===== src/rtl/rf_wb_arbiter.sv =====
// Write-back arbiter and busy scoreboard for the register file's single write port.
// Optional WB_BUFFER_EN adds a 2-entry FIFO in front of the multi-cycle (port 1) path.
module rf_wb_arbiter #(
  parameter int DATA_WIDTH   = 32,
  parameter int STARVE_LIMIT = 4
) (
  input  logic                  clk,
  input  logic                  rst,
  input  logic                  p0_valid,
  input  logic [4:0]            p0_addr,
  input  logic [DATA_WIDTH-1:0] p0_data,
  output logic                  p0_stall,
  input  logic                  p1_valid,
  output logic                  p1_ready,
  input  logic [4:0]            p1_addr,
  input  logic [DATA_WIDTH-1:0] p1_data,
  input  logic                  issue_valid,
  input  logic [4:0]            issue_addr,
  input  logic [4:0]            rs_addr,
  input  logic [4:0]            rt_addr,
  output logic                  rs_busy,
  output logic                  rt_busy,
  output logic                  RegWrite,
  output logic [4:0]            RdAddr,
  output logic [DATA_WIDTH-1:0] RdData
);

  localparam int CW = $clog2(STARVE_LIMIT + 1);
  localparam logic [CW-1:0] LIMIT_C = CW'(STARVE_LIMIT);

  logic [CW-1:0]         starve_q, starve_d;
  logic [31:0]           busy_q, busy_d;
  logic                  cand_valid;
  logic [4:0]            cand_addr;
  logic [DATA_WIDTH-1:0] cand_data;
  logic                  p0_req, p1_req, forced, grant0, grant1;

`ifdef WB_BUFFER_EN
  logic [4:0]            fa_q [2];
  logic [DATA_WIDTH-1:0] fd_q [2];
  logic                  wptr_q, rptr_q;
  logic [1:0]            cnt_q;
  logic                  push, pop;

  assign cand_valid = (cnt_q != 2'd0);
  assign cand_addr  = fa_q[rptr_q];
  assign cand_data  = fd_q[rptr_q];
  assign p1_ready   = !rst && (cnt_q != 2'd2);
  // Address-0 requests are acknowledged but never stored, so the head is always a real write.
  assign push       = p1_valid && p1_ready && (p1_addr != 5'd0);
  assign pop        = grant1;

  always_ff @(posedge clk) begin
    if (rst) begin
      wptr_q <= 1'b0;
      rptr_q <= 1'b0;
      cnt_q  <= 2'd0;
    end else begin
      if (push) begin
        fa_q[wptr_q] <= p1_addr;
        fd_q[wptr_q] <= p1_data;
        wptr_q       <= ~wptr_q;
      end
      if (pop) rptr_q <= ~rptr_q;
      cnt_q <= cnt_q + {1'b0, push} - {1'b0, pop};
    end
  end
`else
  assign cand_valid = p1_valid;
  assign cand_addr  = p1_addr;
  assign cand_data  = p1_data;
  assign p1_ready   = !rst && p1_valid && ((p1_addr == 5'd0) || grant1);
`endif

  assign p0_req   = !rst && p0_valid && (p0_addr != 5'd0);
  assign p1_req   = !rst && cand_valid && (cand_addr != 5'd0);
  assign forced   = p1_req && (starve_q == LIMIT_C);
  assign grant1   = p1_req && (forced || !p0_req);
  assign grant0   = p0_req && !grant1;
  assign p0_stall = grant1 && p0_req;

  assign RegWrite = grant0 || grant1;
  assign RdAddr   = grant1 ? cand_addr : (grant0 ? p0_addr : 5'd0);
  assign RdData   = grant1 ? cand_data : (grant0 ? p0_data : '0);

  assign rs_busy = busy_q[rs_addr];
  assign rt_busy = busy_q[rt_addr];

  always_comb begin
    starve_d = starve_q;
    if (!p1_req || grant1)      starve_d = '0;
    else if (starve_q != LIMIT_C) starve_d = starve_q + 1'b1;
  end

  // Issue is applied after the clear so a same-cycle set of the same bit wins.
  always_comb begin
    busy_d = busy_q;
    if (grant1) busy_d[cand_addr] = 1'b0;
    if (issue_valid && (issue_addr != 5'd0)) busy_d[issue_addr] = 1'b1;
    busy_d[0] = 1'b0;
  end

  always_ff @(posedge clk) begin
    if (rst) begin
      starve_q <= '0;
      busy_q   <= '0;
    end else begin
      starve_q <= starve_d;
      busy_q   <= busy_d;
    end
  end

endmodule


===== config.mk =====
export PLATFORM = sky130hd
export DESIGN_NAME = rf_wb_arbiter
export DESIGN_NICKNAME = d
export VERILOG_FILES = /design/src/rtl/rf_wb_arbiter.sv
export SDC_FILE = /design/constraint.sdc
export NUM_CORES = 1
export LEC_CHECK = 0
export BUFFER_PORTS_ARGS = -buffer_cell sky130_fd_sc_hd__buf_4
export CAP_MARGIN = 20
export CORE_MARGIN = 1.5
export CORE_UTILIZATION = 45
export CTS_CLUSTER_SIZE = 40
export DETAILED_ROUTE_END_ITERATION = 12
export HOLD_SLACK_MARGIN = 0.12
export PLACE_DENSITY = 0.77
export SKIP_CTS_REPAIR_TIMING = 1
export SYNTH_ARGS = -nofsm -noshare
export SYNTH_HDL_FRONTEND = slang
export SYNTH_SLANG_ARGS = --single-unit

===== constraint.sdc =====
create_clock -name clk -period 3.3 [get_ports clk]
set_input_delay 0.66 -clock clk [delete_from_list [all_inputs] [get_ports clk]]
set_output_delay 0.66 -clock clk [all_outputs]
set_load 0.02 [all_outputs]

======== Yosys cells after proc, flatten, opt, wreduce, memory -nomap -nowiden ========
Index checks and enable logic that the tools add are counted.
storage, ports and cells
  register bits after elaboration ......... 35
  output and inout port bits .............. 42
  bits of input ports ..................... 94
  logic and storage cells ................. 54
operators by class
  bitwise operators ....................... 3
  muxes and demuxes ....................... 14
  reduce and logical (&&, ||, !) cells .... 25
  $lt $le $gt $ge ......................... 6
  eq/ne operators ......................... 2
  add/sub/neg operators ................... 1
operators by type and width
  cell                   count
  $mux W32               4
  $and A32 B32 Y32       1
  $not A32 Y32           1
  $or A32 B32 Y32        1
  $lt A5 B6 Y1 const B   4
  $reduce_bool A5 Y1     3
  $logic_and A1 B1 Y1    12
  $bmux W1 S5            2
  $demux W1 S5           2
  $ge A5 B1 Y1 const B   2
  $mux W5                2
  $logic_not A5 Y1       1
  $logic_not A1 Y1       4
  $logic_or A1 B1 Y1     4
  $mux W1                4
  $add A3 B1 Y3 const B  1
  $eq A3 B3 Y1 const B   1
  $ne A3 B3 Y1 const B   1
  $reduce_or A2 Y1       1

======== Logic depth before layout (Yosys ltp) ========
  depth in word-level cells ............... 10
  depth in mapped cells ................... 7
  depth with buffers taken out ............ 6

======== Worst setup path before layout ========
Ideal clock, no wire load.
  path kind ............................... input -> output
  start ................................... input port p0_addr[0]
  end ..................................... output port p0_stall
  arrival ................................. 2.316 ns
  required time ........................... 2.640 ns
  stages on the path ...................... 4
  path buffers ............................ 0
  setup slack ............................. 0.324 ns
  cell sequence ........................... or4_4 o211a_4 nor3b_4 nor3b_1
between the ends
  word-level cells in the longest chain between the ends .. 6
ends and longest elaborated chain
  element                  line  source
  start, declared          10    input logic [4:0] p0_addr,
  $reduce_bool A5 Y1 (*)   75    assign p0_req = !rst && p0_valid && (p0_addr != 5'd0);
  $logic_and A1 B1 Y1 (*)  75
  $logic_not A1 Y1         78    assign grant1 = p1_req && (forced || !p0_req);
  $logic_or A1 B1 Y1       78
  $logic_and A1 B1 Y1      78
  $logic_and A1 B1 Y1 (*)  80    assign p0_stall = grant1 && p0_req;
  end, declared            12    output logic p0_stall,
Every way passes the cells marked *; elsewhere a longest branch is shown, timed or not.

======== Final worst setup path ========
  start ................................... input port p0_addr[0]
  end ..................................... output port RdAddr[2]
between the ends
  word-level cells in the longest chain between the ends .. 9
ends and longest elaborated chain
  element                  line  source
  $reduce_bool A5 Y1 (*)   75
  $logic_and A1 B1 Y1 (*)  75
  $logic_not A1 Y1         78
  $logic_or A1 B1 Y1       78
  $logic_and A1 B1 Y1      78
  $logic_not A1 Y1         79    assign grant0 = p0_req && !grant1;
  $logic_and A1 B1 Y1      79
  $mux W5                  83    assign RdAddr = grant1 ? cand_addr : (grant0 ? p0_addr : 5'd0);
  $mux W5 (*)              83
  end, declared            24    output logic [4:0] RdAddr,
Marked as above.

==> summary.txt <==
Placer Congestion: 0.882
htree depth: 2
pwr dens: 325 mW/mm^2
Final Power: 1.24 mW
sequential fraction of the synthesis area: 26.0%
CTS tree: yes
pre-CTS WS: 191 ps
final hold vios: 0
Mapped Cells: 327
Tmin final: 3140 ps
Mapped Area: 0.00262 sq mm
IO Pins: 136
crit path max fanout: 33
Pleak: 1.64 nW
Worst Hold Slack: 456 ps
number of port buffers: 135
Slew headroom: 46.1%
die area: 0.00629 sq mm
die width: 79.3 um
drt wl/cell: 19.0 um
Worst setup EP type: primary output
fmax: 0.319 GHz
gr ovfl total: 0
Max clock buf depth: 2
cell count along the critical path: 7
core area: 0.00557 sq mm
Util after Layout: 68.7%
Fill cells: 471
CP Cell Sequence: buf_4, or4_4, o211a_4, buf_4, nor2_1, a22o_1, buf_4
max-cap violation count: 0
type of the most critical hold path: reg -> reg
outcome: finished clean
clock skew: 4.80 ps
FF-to-FF path depth: 7
Worst VDD drop: 0.221 mV
CP most frequent cell: buf_4
fraction of layout cells with a size suffix above 1: 35.8%
vias in the first global route: 3,072
Async SR Flop Fraction: 0%
WP data arrival: 2480 ps
DRC viols: 0
area of the multi-input gates: 0.00181 sq mm
Initial Utilization: 47.0%
first drt pass iteration count: 5
hpwl dp: 7760 um
max-slew violation count: 0
Total GRT Usage: 31.0%
TritonCTS Buffers: 5
most frequent cells in the layout: buf_4, nand2_1, a22o_1
yosys warns: 0
Reg area: 681 sq um
worst setup margin: 164 ps
startpoint types: primary input
# diodes: 0
CTS Sinks: 34
Max stage delay on crit path: 530 ps
Crit Path Class: in -> out
initial antenna violation count: 0
final wirelength: 9940 um
RSZ-0062 raised after global routing: false
most common cell after layout, fill and taps aside: buf_4
Setup violations, final: 0
Clock Tree Root: clkbuf_8
Synth Register Bits: 34
Worst Path Required: 2640 ps
Crit path max-delay family: simple AND/OR/NAND/NOR gates
synthesis-to-finish area growth: 45.9%
Period Utilization, post-route: 95.0%
row count: 27
Setup TNS: 0 ps
Syn Area/Cell: 8.02 sq um
Primary FF master, synth: dfxtp_1
die height: 79.3 um
Slowest cell on crit path: or4_4
Syn Nets: 423
Vias per Instance: 6.07
worst slew pin tran: 797 ps
1st-iter DRT viols: 307
DR vias: 3,180
Post-synth EDFFs: 0
# nets final: 547
Buffers & Inverters on Critical Path: 3
worst hold stages: 1
Netlist cell types: 40
number of nets with antenna violations after routing: 0
Clock Pin Slew Worst Setup and Hold Paths: 70 ps
clk_lat worst skew: 290 ps
pin count of the biggest net entering global routing: 39
first-pass GRT wire length: 15,000 um
-- synthesized netlist by cell type (2+ instances only) --
master / number / area share, %
a211oi_1: 2 / 0.57
a21oi_1: 24 / 4.6
a22o_1: 37 / 12
a22oi_1: 4 / 1.1
a32o_1: 3 / 1.1
and2_1: 3 / 0.72
buf_1: 5 / 0.72
buf_2: 5 / 0.95
buf_6: 3 / 1.3
clkbuf_1: 13 / 1.9
dfxtp_1: 34 / 26
ha_1: 2 / 0.95
inv_1: 6 / 0.86
mux2i_1: 18 / 6.9
mux4_2: 6 / 5.2
nand2_1: 44 / 6.3
nand2b_1: 10 / 2.4
nand3_1: 12 / 2.3
nand3b_1: 5 / 1.4
nand4_1: 5 / 1.2
nand4b_1: 2 / 0.67
nor2_1: 18 / 2.6
nor2b_1: 7 / 1.7
nor3_1: 4 / 0.76
nor3b_1: 3 / 0.86
o2111ai_1: 2 / 0.67
o211ai_1: 2 / 0.57
o21ai_0: 18 / 3.4
o311ai_0: 12 / 4.0
o31ai_1: 6 / 1.7
or3_1: 3 / 0.72
-- state kept, by name (all words and copies together) (netlist names) --
register  count
starve_q      3
busy_q       31
-- worst register-to-register path, delay by kind of cell, from the launching register on --
kind	cells	cell delay, ps
compound gates	2	410
flops	1	330
buf+inv	2	300
simple gates	2	480
fa+ha+maj	1	160
-- where the power goes --
group | switching (mW) | leakage [nW] | internal, mW | total (mW)
combinational | 0.185 | 1.29 | 0.174 | 0.360
sequential | 0.00477 | 0.275 | 0.416 | 0.420
clock | 0.162 | 0.0683 | 0.303 | 0.465
-- metal layers --
layer,up-vias,GRT usage (%),wire [um]
li1,1490,-,-
met2,162,53.0,4820
met3,19,6.55,769
met4,0,11.2,206
met1,1509,38.3,4140
met5,-,0,0
-- per-stage QoR --
stage,std cells,area [sq um]
after global placement,516,3690
after global routing,524,3830
final,524,3830
after floorplan,327,2620
after CTS,524,3830
after detailed placement,516,3690
-- worst paths after layout --
check,slack [ps],start,endpoint
setup reg to reg,1500,starve_q[0],busy_q[22]
setup / recovery,160,p0_addr[0],RdAddr[2]
hold / removal,460,starve_q[0],starve_q[0]
hold reg to reg,460,starve_q[0],starve_q[0]
-- cells by family (layout without fill, tap and decap cells) --
kind of cell	after synthesis	count (layout)	synth area share (%)
AND/OR/NAND/NOR	121	121	23.7
AO/OA/AOI/OAI	113	113	31.4
buffers and inverters	32	157	5.68
flip-flops	34	34	26.0
XOR/XNOR	1	1	0.334
multiplexers	24	24	12.0
adder cells (fa/ha/maj)	2	2	0.954
-- layout make-up --
type                    count  area share [%]
clock buffers               5            1.80
clock inverters             3            1.80
inverters                   6           0.588
multi-input cells         261            47.3
flip-flops and latches     34            17.8
well taps                  72            2.35
repair buffers            143            28.4
Note: power is estimated with default switching activity, not from simulation.
